===== config.mk =====
export PLATFORM = sky130hd
export DESIGN_NAME = canvas_writer
export DESIGN_NICKNAME = d
export VERILOG_FILES = /design/src/rtl/paint_pkg.sv /design/src/rtl/coord_sync.sv /design/src/rtl/canvas_writer.sv
export SDC_FILE = /design/constraint.sdc
export NUM_CORES = 1
export LEC_CHECK = 0
export ABC_AREA = 0
export BUFFER_PORTS_ARGS = -buffer_cell sky130_fd_sc_hd__buf_2
export CAP_MARGIN = 40
export CORE_UTILIZATION = 60
export CTS_CLUSTER_DIAMETER = 50
export DETAILED_ROUTE_END_ITERATION = 6
export PLACE_DENSITY_LB_ADDON = 0.15
export SYNTH_ARGS = -nofsm -noshare
export SYNTH_HDL_FRONTEND = slang
export SYNTH_SLANG_ARGS = --single-unit

===== constraint.sdc =====
create_clock -name CLK -period 4.75 [get_ports CLK]
set_clock_uncertainty 0.05 [all_clocks]
set_input_delay 0.7125 -clock CLK [delete_from_list [all_inputs] [get_ports CLK]]
set_output_delay 0.7125 -clock CLK [all_outputs]
set_load 0.05 [all_outputs]

===== src/rtl/paint_pkg.sv =====
// -----------------------------------------------------------------------------
// paint_pkg
// Shared constants and types for the canvas writer.
//   - Framebuffer geometry (160x120, one byte per pixel, 15-bit word address)
//   - Cursor sample record {x, y, colour} as delivered by the cursor block
//   - FSM state type; the CLR state exists only when CANVAS_CLEAR_EN is defined
//   - fb_addr(): y*160+x built from shifts and adds (no multiplier)
// -----------------------------------------------------------------------------
package paint_pkg;

    localparam int H_RES    = 160;
    localparam int V_RES    = 120;
    localparam int FB_DEPTH = 19200;
    localparam int ADDR_W   = 15;
    localparam int COLOR_W  = 8;
    localparam int COORD_W  = 8;
    localparam int SAMPLE_W = 2 * COORD_W + COLOR_W;

    localparam logic [COLOR_W-1:0] CLEAR_COLOR   = 8'h00;
    // Last-written coordinates come out of reset at an impossible position so
    // the very first paint, even at (0,0), is seen as new.
    localparam logic [COORD_W-1:0] LW_COORD_INIT = 8'hFF;

    typedef struct packed {
        logic [COORD_W-1:0] x;
        logic [COORD_W-1:0] y;
        logic [COLOR_W-1:0] color;
    } sample_t;

    localparam sample_t LAST_WRITTEN_INIT = '{x: LW_COORD_INIT, y: LW_COORD_INIT, color: '0};

`ifdef CANVAS_CLEAR_EN
    typedef enum logic [1:0] {
        ST_IDLE  = 2'd0,
        ST_CHECK = 2'd1,
        ST_REQ   = 2'd2,
        ST_CLR   = 2'd3
    } state_t;
`else
    typedef enum logic [1:0] {
        ST_IDLE  = 2'd0,
        ST_CHECK = 2'd1,
        ST_REQ   = 2'd2
    } state_t;
`endif

    // y*160 + x == (y<<7) + (y<<5) + x. With y < 120 the result fits 15 bits.
    function automatic logic [ADDR_W-1:0] fb_addr(input logic [COORD_W-1:0] x,
                                                  input logic [COORD_W-1:0] y);
        logic [ADDR_W-1:0] y_w;
        logic [ADDR_W-1:0] x_w;
        y_w = {{(ADDR_W-COORD_W){1'b0}}, y};
        x_w = {{(ADDR_W-COORD_W){1'b0}}, x};
        return (y_w << 7) + (y_w << 5) + x_w;
    endfunction

endpackage


===== src/rtl/coord_sync.sv =====
// -----------------------------------------------------------------------------
// coord_sync
// Two-flop synchroniser for the 24-bit cursor sample {x, y, colour} coming
// from the slow cursor clock, followed by a stability detector.
// Ports:
//   clk_i     system clock
//   rst_ni    synchronous active-low reset
//   data_i    raw {x, y, colour} from the cursor block
//   sample_o  synchronised sample (second flop)
//   stable_o  sample equal to its value one cycle earlier
// -----------------------------------------------------------------------------
module coord_sync
    import paint_pkg::*;
(
    input  logic                clk_i,
    input  logic                rst_ni,
    input  logic [SAMPLE_W-1:0] data_i,
    output logic [SAMPLE_W-1:0] sample_o,
    output logic                stable_o
);

    logic [SAMPLE_W-1:0] sync1_q;
    logic [SAMPLE_W-1:0] sync2_q;
    logic [SAMPLE_W-1:0] prev_q;
    // Counts the first edges after reset. Until the chain has been refilled
    // with real input data, the all-zero reset contents would look like a
    // stable (0,0,colour 0) sample and trigger a spurious paint.
    logic [1:0]          fill_q;

    always_ff @(posedge clk_i) begin
        if (!rst_ni) begin
            sync1_q <= '0;
            sync2_q <= '0;
            prev_q  <= '0;
            fill_q  <= '0;
        end else begin
            sync1_q <= data_i;
            sync2_q <= sync1_q;
            prev_q  <= sync2_q;
            if (fill_q != 2'd3) begin
                fill_q <= fill_q + 2'd1;
            end
        end
    end

    assign sample_o = sync2_q;
    assign stable_o = (fill_q == 2'd3) && (sync2_q == prev_q);

endmodule


===== src/rtl/canvas_writer.sv =====
// -----------------------------------------------------------------------------
// canvas_writer
// Turns cursor position/colour samples into single-byte framebuffer writes.
// A write is issued when the pen is down and the stable sample differs from
// the last one written; off-canvas samples are dropped.
// Optional feature (macro CANVAS_CLEAR_EN): CLEAR request fills the whole
// framebuffer with CLEAR_COLOR, one handshake per pixel.
// Ports:
//   CLK, RST_N      clock, synchronous active-low reset
//   xCoord, yCoord  cursor column/row (slow clock domain)
//   RGBw            pen colour RRRGGGBB (slow clock domain)
//   PAINT           pen down
//   WE_ACK          framebuffer accepted current request
//   ADDR, DATA      framebuffer write address/data
//   WE_REQ          write request, held until WE_ACK
//   BUSY            FSM not idle
//   CLEAR           clear-screen request (CANVAS_CLEAR_EN only)
// -----------------------------------------------------------------------------
module canvas_writer
    import paint_pkg::*;
(
    input  logic              CLK,
    input  logic              RST_N,
    input  logic [7:0]        xCoord,
    input  logic [7:0]        yCoord,
    input  logic [7:0]        RGBw,
    input  logic              PAINT,
    input  logic              WE_ACK,
`ifdef CANVAS_CLEAR_EN
    input  logic              CLEAR,
`endif
    output logic [14:0]       ADDR,
    output logic [7:0]        DATA,
    output logic              WE_REQ,
    output logic              BUSY
);

    state_t              state_q;
    logic [ADDR_W-1:0]   addr_q;
    logic [COLOR_W-1:0]  data_q;
    logic                we_req_q;
    sample_t             last_q;    // last sample actually written
    sample_t             cand_q;    // sample being evaluated / written
    // Most recent off-canvas sample. Without it a parked out-of-range cursor
    // would re-enter CHECK every other cycle, since last_q never matches it.
    sample_t             drop_q;

    sample_t             sample;
    logic                stable;
    logic                new_sample;
    logic                in_range;

    coord_sync u_sync (
        .clk_i    (CLK),
        .rst_ni   (RST_N),
        .data_i   ({xCoord, yCoord, RGBw}),
        .sample_o (sample),
        .stable_o (stable)
    );

    assign new_sample = PAINT && stable && (sample != last_q) && (sample != drop_q);
    assign in_range   = (cand_q.x < COORD_W'(H_RES)) && (cand_q.y < COORD_W'(V_RES));

    always_ff @(posedge CLK) begin
        if (!RST_N) begin
            state_q  <= ST_IDLE;
            addr_q   <= '0;
            data_q   <= '0;
            we_req_q <= 1'b0;
            last_q   <= LAST_WRITTEN_INIT;
            cand_q   <= '0;
            drop_q   <= '1;
        end else begin
            case (state_q)
                ST_IDLE: begin
`ifdef CANVAS_CLEAR_EN
                    if (CLEAR) begin
                        // Clear takes priority; addr_q doubles as the fill counter.
                        state_q  <= ST_CLR;
                        addr_q   <= '0;
                        data_q   <= CLEAR_COLOR;
                        we_req_q <= 1'b1;
                    end else
`endif
                    if (new_sample) begin
                        cand_q  <= sample;
                        state_q <= ST_CHECK;
                    end
                end
                ST_CHECK: begin
                    if (in_range) begin
                        addr_q   <= fb_addr(cand_q.x, cand_q.y);
                        data_q   <= cand_q.color;
                        we_req_q <= 1'b1;
                        state_q  <= ST_REQ;
                    end else begin
                        drop_q  <= cand_q;
                        state_q <= ST_IDLE;
                    end
                end
                ST_REQ: begin
                    // Address/data stay frozen here regardless of PAINT or
                    // cursor motion; only the handshake ends the write.
                    if (WE_ACK) begin
                        we_req_q <= 1'b0;
                        last_q   <= cand_q;
                        state_q  <= ST_IDLE;
                    end
                end
`ifdef CANVAS_CLEAR_EN
                ST_CLR: begin
                    if (WE_ACK) begin
                        if (addr_q == ADDR_W'(FB_DEPTH - 1)) begin
                            we_req_q <= 1'b0;
                            // Canvas is blank now, so any pen position must repaint.
                            last_q   <= LAST_WRITTEN_INIT;
                            state_q  <= ST_IDLE;
                        end else begin
                            addr_q <= addr_q + 1'b1;
                        end
                    end
                end
`endif
                default: begin
                    state_q <= ST_IDLE;
                end
            endcase
        end
    end

    assign ADDR   = addr_q;
    assign DATA   = data_q;
    assign WE_REQ = we_req_q;
    assign BUSY   = (state_q != ST_IDLE);

endmodule


**Word-level counts from Yosys, hierarchy flattened**

Index checks and enable logic that the tools add are counted.

- Equal/unequal tests: 10
- Reductions and logical operators: 14
- Add/subtract/negate cells: 3
- Order comparisons: 2
- Bitwise gates (word level): 1
- Muxes and demuxes: 7

Operators with widths:

| operator | count |
|---|---|
| $ne 24x24->1 | 2 |
| $eq 24x24->1 | 1 |
| $add 15x13->15 | 1 |
| $add 15x8->15 | 1 |
| $reduce_and 2->1 | 5 |
| $lt 8x7->1 const B | 1 |
| $lt 8x8->1 const B | 1 |
| $ne 2x2->1 const B | 4 |
| $mux 2 | 3 |
| $pmux 2 s3 | 1 |
| $logic_and 1x1->1 | 5 |
| $eq 2x2->1 const B | 2 |
| $reduce_bool 2->1 | 2 |
| $reduce_and 3->1 | 1 |
| $add 2x1->2 const B | 1 |
| $eq 2x1->1 const B | 1 |
| $logic_not 2->1 | 1 |
| $mux 1 | 2 |
| $pmux 1 s2 | 1 |
| $not 1->1 | 1 |

- Output and inout bits: 25
- Word-level logic and storage cells: 54
- Register bits: 172
- Input port bits: 28

**Depth between registers and ports, before layout**

Gate-level depths: netlist of the first run.

- Depth after elaboration: 7
- Depth in mapped cells: 10

**Cells and area by module**

Synthesis of the first run repeated with hierarchy kept, for this count alone.

- Cells, all modules: 728
- Area total of the unflattened synthesis: 6841.6 um^2

Modules (own cells, without submodules):

| module | instances | seq. area each (um^2) | area an instance (um^2) | cells each |
|---|---|---|---|---|
| canvas_writer | 1 | 1961.9 | 4566.9 | 536 |
| coord_sync | 1 | 1481.4 | 2274.7 | 192 |

**Worst setup path before layout of the first run**

Ideal clock, no wire load.

- Kind: flip-flop to flip-flop
- Start point: register cand_q[8] (netlist bit)
- End point: register addr_q[14] (netlist: ADDR[14])
- Path slack: 2058 ps
- Library setup time: 124 ps
- Arrival: 2518 ps
- Period minus slack after synthesis: 2692 ps
- Cell stages (with the launch flop): 11
- Buffers on the path: 0
- Path through: dfxtp_1 inv_1 fa_1 inv_1 fa_1 a21o_1 a21o_1 a21o_1 a31o_2 a311oi_1 nor3b_1

- Longest elaborated chain between the ends: 3

Ends and longest elaborated chain:

| what | RTL line | RTL |
|---|---|---|
| start: declaration | canvas_writer.sv:43 | `sample_t cand_q;` |
| start signal: assignment | canvas_writer.sv:86 | `cand_q <= sample;` |
| parallel branches: the longest is 3 deep, another holds $add 15x13->15 | - |  |
| end signal: assignment | canvas_writer.sv:92 | `addr_q <= fb_addr(cand_q.x, cand_q.y);` |
| end: declaration | canvas_writer.sv:39 | `logic [ADDR_W-1:0] addr_q;` |

Several ways; the timed one is not identified.
A chain may end at the register's enable or synchronous reset.

**Worst setup path in the final report of the first run**

Ends and elaborated chain as after synthesis.

==> impl_results.md, run 1 <==
- WL final: between 15000 and 20000 um
- Multi-input gate area: roughly 3100 um^2
- PwrDens: 383.6 nW/um^2
- Post-synthesis average cell area: around 9 um^2
- Number of diodes: 0
- Pre-Repair DR Iteration Count: 5
- HPWL Detailed: 10950 um
- Worst skew pair latency: between 0.4 and 0.5 ns
- Post-layout net count: slightly above 800
- Antenna violations before repair: 0
- Seq cells post-synth: 172
- Slowest cell on crit path: fa_1
- FF/Latch Area: 3443 um^2
- Biggest area consumer among synthesized cells: dfxtp_1
- Post-route setup TNS: 0 ns
- Crit path capture type: flop
- GRT Total Usage: 0.2814
- Via count: 5068
- Max incr delay on CP: ~0.55 ns
- Post-CTS Setup Bufs: 0
- Worst setup SP type: flop
- Post-layout min period: around 2.9 ns
- Row count: 38
- Final hold vios: 0
- Yosys cell types: 44
- Relative slew slack: 0.4832
- # DRC: 0
- Crit path cell chain: inv_1, fa_1, inv_1, fa_1, a21o_1, a21o_1, a21o_1, a31o_2, a311oi_1, nor3b_1
- Die span in y: 108.8 um
- Routability cong.: 0.9211
- Clock root buffer: clkbuf_16
- Pre-CTS worst setup slack: 1.816 ns
- Slew at the pin closest to its max-slew limit: ~0.77 ns
- Vias/cell: 5.409
- Critical path data arrival time: 3.15 ns
- Die area: 11830 um^2
- CTS tree: done
- CTS clk-pin slew, worst paths: approximately 0.060 ns
- Placed cell areas: ~7200 um^2
- Post-Syn Nets: 787
- Setup Crit Path Kind: flop to flop
- H-tree depth: 4
- Sequential element share of the synthesized area: 0.5034
- Largest net degree at the start of global routing: 90
- Hold Path Class: flop to flop
- Filler instances: between 800 and 900
- Gr ovfl total: 0
- First-pass GRT wire length: around 25000 um
- Routed wire per std cell: 16.68 um
- CTS Hold Bufs: 0
- Post-Syn Instances: 741
- Worst Path Required: 5.00 ns
- Fmax: 344.1 MHz
- Cell mode on critical path: a21o_1
- Ys async rst share: 0
- Max Cap Viol: 0
- CTS buffer count: 17
- Top cells by area, synth: dfxtp_1 (50%), nand2_1 (10%), xor2_1 (6.9%)
- Post-route ant nets: 0
- Final setup violation count: 0
- Port Buf Inserts: 52
- Yosys warns: 0
- Worst setup margin: 1.844 ns
- Share of layout cells above drive strength 1: 0.1217
- Initial Util: 0.6228
- Commonest non-fill, non-tap cell in the layout: nand2_1
- Final non-filler cell area: 7826 um^2
- Status: finished clean
- Leak: 3.576 nW
- Vias in the first global route: ~4900
- Max-slew violation count: 0
- 1st-iter DRT viols: roughly 380
- I/O pin total: 53
- Most frequent cells in the layout: nand2_1 (187), dfxtp_1 (172), xor2_1 (54)
- RSZ-0062 raised after global routing: false
- Die X: 108.8 um
- Critical Path Fanout Max: 3
- Syn-to-layout area delta: 14.41%
- Top cell type's share of synthesized area: 0.5034
- Synth Flop Type: dfxtp_1
- Number of flops mapped to enable cells by yosys: 0
- Resized Gates After CTS: 0
- Maximum VDD drop: 0.5039 mV
- Clock Tree Buf Depth: 2
- Final period utilization: 0.6118
- Area of the core: approximately 11000 um^2
- Post-synthesis cell area: 6840 um^2
- Clock sinks: roughly 170
-- layer usage --
metal,vias up,track usage,part of all wire
met1,2397,0.3439,0.44
met4,0,0.1062,0.029
met5,-,0,0
li1,2488,-,-
met2,147,0.4729,0.48
met3,36,0.07591,0.049
-- where the power goes --
part	internal (W)	switching (W)	total, W
Combinational	0.0000521	0.0000624	0.000115
Clock	0.000845	0.000550	0.00140
Sequential	0.00147	0.0000215	0.00149
Total	0.00237	0.000634	0.00300
-- synth_stat cells, types with 3 or more instances --
cell type  instances
nor2_1             8
nor3_1             6
nand4_1            9
nand2_1          187
o21ai_0            3
nor4_1            14
inv_1             30
mux2i_1           25
clkbuf_1          28
ha_1              16
a21boi_0          28
and2_1            49
xor2_1            54
o211ai_1           8
buf_1              4
xnor2_1           24
nor2b_1            3
nand3_1           37
a21o_1             5
dfxtp_1          172
-- final cells by class --
type / count / area share
inverter: 30 / 0.01439
timing repair buffer: 60 / 0.04572
tap: 140 / 0.02238
sequential: 172 / 0.4400
clock buffer: 23 / 0.06363
clock inverter: 9 / 0.01407
multi-input combinational: 503 / 0.3998
-- metrics by stage --
step / std cells / util / hold slack (ns) / total power [W]
5_1_grt: 937 / 0.7126 / 0.4006 / 0.003090
3_3_place_gp: 902 / 0.6520 / 0.3706 / 0.001632
4_1_cts: 937 / 0.7126 / 0.3878 / 0.003016
3_5_place_dp: 905 / 0.6572 / 0.3709 / 0.001638
6_report: 937 / 0.7126 / 0.3837 / 0.003002
2_1_floorplan: 741 / - / 0.3619 / 0.001598
-- final timing paths --
check / slack (ns) / start / to / cells after the start
worst max-delay path: 1.84 / cand_q[8] / ADDR[14] / 10
worst min-delay path: 0.38 / u_sync.sync1_q[18] / u_sync.sample_o[18] / 1
worst max register to register: 1.84 / cand_q[8] / ADDR[14] / 10
worst min register to register: 0.38 / u_sync.sync1_q[18] / u_sync.sample_o[18] / 1
-- cells by family (layout without fill, tap and decap cells) --
logic type / after synthesis / in the layout / synth area share
XOR/XNOR: 78 / 78 / 0.09987
AND/OR/NAND/NOR: 331 / 331 / 0.2281
AO/OA/AOI/OAI: 51 / 51 / 0.05524
buffers and inverters: 66 / 122 / 0.04170
multiplexers: 25 / 25 / 0.03658
flip-flops: 172 / 172 / 0.5034
adder cells (fa/ha/maj): 18 / 18 / 0.03512
-- sequential cells by signal, indices dropped and copies added (netlist names) --
name	count
state_q	2
cand_q	24
u_sync.sample_o	24
ADDR	15
DATA	8
u_sync.prev_q	24
last_q	24
u_sync.sync1_q	24
drop_q	24
u_sync.fill_q	2
WE_REQ	1
-- critical path: cells and delay by family (launching register included) --
kind            cells  cell delay, ns
simple gates        1            0.08
buf+inv             2            0.18
flops               1            0.36
fa+ha+maj           2            1.02
compound gates      5            1.09
Power figures use the tool's default switching activity.
==> run 2, diff against run 1 <==
--- a/config.mk
+++ b/config.mk
@@ -5,7 +5,7 @@
 export SDC_FILE = /design/constraint.sdc
 export NUM_CORES = 1
 export LEC_CHECK = 0
-export ABC_AREA = 0
+export ABC_AREA = 1
 export BUFFER_PORTS_ARGS = -buffer_cell sky130_fd_sc_hd__buf_2
 export CAP_MARGIN = 40
 export CORE_UTILIZATION = 60
==> constraint.sdc (replaced) <==
create_clock -name CLK -period 2.7 [get_ports CLK]
set_clock_uncertainty 0.05 [all_clocks]
set_input_delay 0.405 -clock CLK [delete_from_list [all_inputs] [get_ports CLK]]
set_output_delay 0.405 -clock CLK [all_outputs]
set_load 0.05 [all_outputs]
==> run 2 against run 1 <==
- area after synthesis is 6.8% higher
- maximum frequency is 22% higher
- clock-buffer cell count is 3 lower
- via count is 18% higher
- utilization is 0.50 points lower
- clock power is 69% higher
- register-to-register slack worse by 1.5 ns
- worst setup slack worse by 1.5 ns
- non-clock buffer count is 1 lower
- first-iteration DRC count is 7.4% higher
- global-route usage is 2.5 points lower
- highest routed layer unchanged
==> impl_results.md, run 2 <==
- Status: finished clean
- HPWL Detailed: 10020 um
- CTS clk-pin slew, worst paths: 0.06 ns
- Clock sinks: 172
- 1st-iter DRT viols: 407
- Post-layout net count: 1140
- H-tree depth: 4
- Ys async rst share: 0
- Filler instances: 962
- WL final: between 10000 and 15000 um
- Share of layout cells above drive strength 1: 0.08680
- RSZ-0062 raised after global routing: false
- Clock Tree Buf Depth: 2
- Post-synthesis cell area: approximately 7300 um^2
- Pre-CTS worst setup slack: 0.3023 ns
- Area of the core: 11660 um^2
- Routed wire per std cell: 11.73 um
- Hold slack: between 0.1 and 0.15 ns
- Port Buf Inserts: 52
- Clock root buffer: clkbuf_16
- Biggest area consumer among synthesized cells: dfxtp_1
- Post-Syn Instances: 1054
- Fmax: between 400 and 500 MHz
- Total power: approximately 0.0052 W
- Post-Syn Nets: between 1000 and 1500
- CTS tree: done
- FF/Latch Area: 3443 um^2
- Yosys warns: 0
- Top cells by area, synth: dfxtp_1 (47%), nand2_1 (20%), inv_1 (9.9%)
- Row count: 39
- Post-route ant nets: 0
- Synth Flop Type: dfxtp_1
- Final setup violation count: 0
- Worst setup margin: 0.3090 ns
- Resized Gates After CTS: 0
- Die area: 12620 um^2
- CTS Hold Bufs: 0
- Max Cap Viol: 0
- I/O pin total: 53
- Top cell type's share of synthesized area: 0.4712
- Critical Path Fanout Max: 4
- Number of flops mapped to enable cells by yosys: 0
- Vias/cell: 4.788
- Worst R2R Start: cand_q[8]
- Crit path capture type: flop
- GRT Total Usage: 0.2566
- Maximum VDD drop: between 0.5 and 0.6 mV
- Most numerous cell in the Yosys netlist: nand2_1
- Initial Util: 0.6265
- Die X: 112.4 um
- Max-slew violation count: 0
- CTS buffer count: 17
- Worst Path Required: 2.96 ns
- Largest net degree at the start of global routing: 108
- Pre-Repair DR Iteration Count: 5
- Critical path data arrival time: 2.65 ns
- Routability cong.: roughly 0.81
- Commonest non-fill, non-tap cell in the layout: nand2_1
- Fin util: 0.7075
- Worst skew pair latency: 0.43 ns
- # DRC: 0
- Leak: 4.944 nW
- Worst setup SP type: flop
- Vias in the first global route: 5500
- Antenna violations before repair: 0
- Post-layout min period: between 2 and 2.5 ns
- Post-CTS Setup Bufs: 0
- Via count: 5980
- Seq cells post-synth: 172
- Setup Crit Path Kind: flop to flop
- Number of diodes: 0
- Final hold vios: 0
- Yosys cell types: 27
- Most frequent cells in the layout: nand2_1 (388), inv_1 (193), dfxtp_1 (172)
- Relative slew slack: 0.6393
- Slew at the pin closest to its max-slew limit: between 0.5 and 0.6 ns
- Multi-input gate area: slightly below 3000 um^2
- PwrDens: 630.0 nW/um^2
- First-pass GRT wire length: 25490 um
- Post-route setup TNS: 0 ns
- Die span in y: 112.4 um
- Critical Path Start: cand_q[8]
- Sequential element share of the synthesized area: 0.4712
- Synth top cells by count: nand2_1 (388), inv_1 (193), dfxtp_1 (172)
- Syn-to-layout area delta: 12.93%
- HP Start: xCoord[3]
- Final period utilization: 0.8855
- Hold Path Class: input pin to flop
- Gr ovfl total: 0
- Post-synthesis average cell area: 6.933 um^2
[run 2: cell count changes after synthesis, sizes merged, moves of 32 or more]
cell and delta:
nor2 +89, o211ai +32, inv +166, a21oi +37
and2 -49, nand2 +201, xor2 -45
[run 2: metal layers]
layer,vias to the layer above,part of all wire,track usage
li1,3228,-,-
met1,2624,0.48,0.3401
met2,108,0.46,0.4145
met3,20,0.036,0.05400
met4,0,0.018,0.09600
met5,-,0,0
[run 2: through the flow]
stage | instances | area [um^2]
final | 1249 | 8252
after global routing | 1249 | 8252
after CTS | 1249 | 8252
after detailed placement | 1218 | 7674
after global placement | 1218 | 7674
after floorplan | 1054 | 7307
[run 2: worst paths after layout]
check,to,slack [ns],depth (start not counted)
worst max register to register,ADDR[12],0.31,11
worst min register to register,u_sync.sample_o[0],0.36,2
worst max-delay path,ADDR[12],0.31,11
worst min-delay path,u_sync.sync1_q[19],0.11,3
[run 2: cells by family (layout without fill, tap and decap cells)]
| group | after synthesis | in the layout | share of synthesized area |
|---|---|---|---|
| adder cells (fa/ha/maj) | 18 | 18 | 0.03288 |
| buffers and inverters | 234 | 286 | 0.1233 |
| XOR/XNOR | 14 | 14 | 0.01678 |
| flip-flops | 172 | 172 | 0.4712 |
| AO/OA/AOI/OAI | 114 | 114 | 0.09315 |
| AND/OR/NAND/NOR | 502 | 502 | 0.2627 |
[run 2: critical path, stage by stage (launching register included)]
cell and delay [ns]:
dfxtp_1 0.34, inv_1 0.10, fa_1 0.54, inv_1 0.07, fa_1 0.46, nand3_1 0.12
nand3_1 0.09, nand2_1 0.09, nand2_1 0.05, a21oi_1 0.15, xor2_1 0.16, a21oi_1 0.07
[run 2: area by class of cell]
| class | instances | share of cell area |
|---|---|---|
| Multi-Input combinational cell | 648 | 0.3591 |
| Clock inverter | 11 | 0.01350 |
| Tap cell | 143 | 0.02168 |
| Inverter | 196 | 0.08916 |
| Sequential cell | 172 | 0.4173 |
| Clock buffer | 20 | 0.05656 |
| Timing Repair Buffer | 59 | 0.04276 |
[run 2: where the power goes]
group          internal (W)  switching [W]
combinational     0.0000765       0.000129
sequential          0.00259      0.0000402
clock               0.00135        0.00101
total               0.00402        0.00118
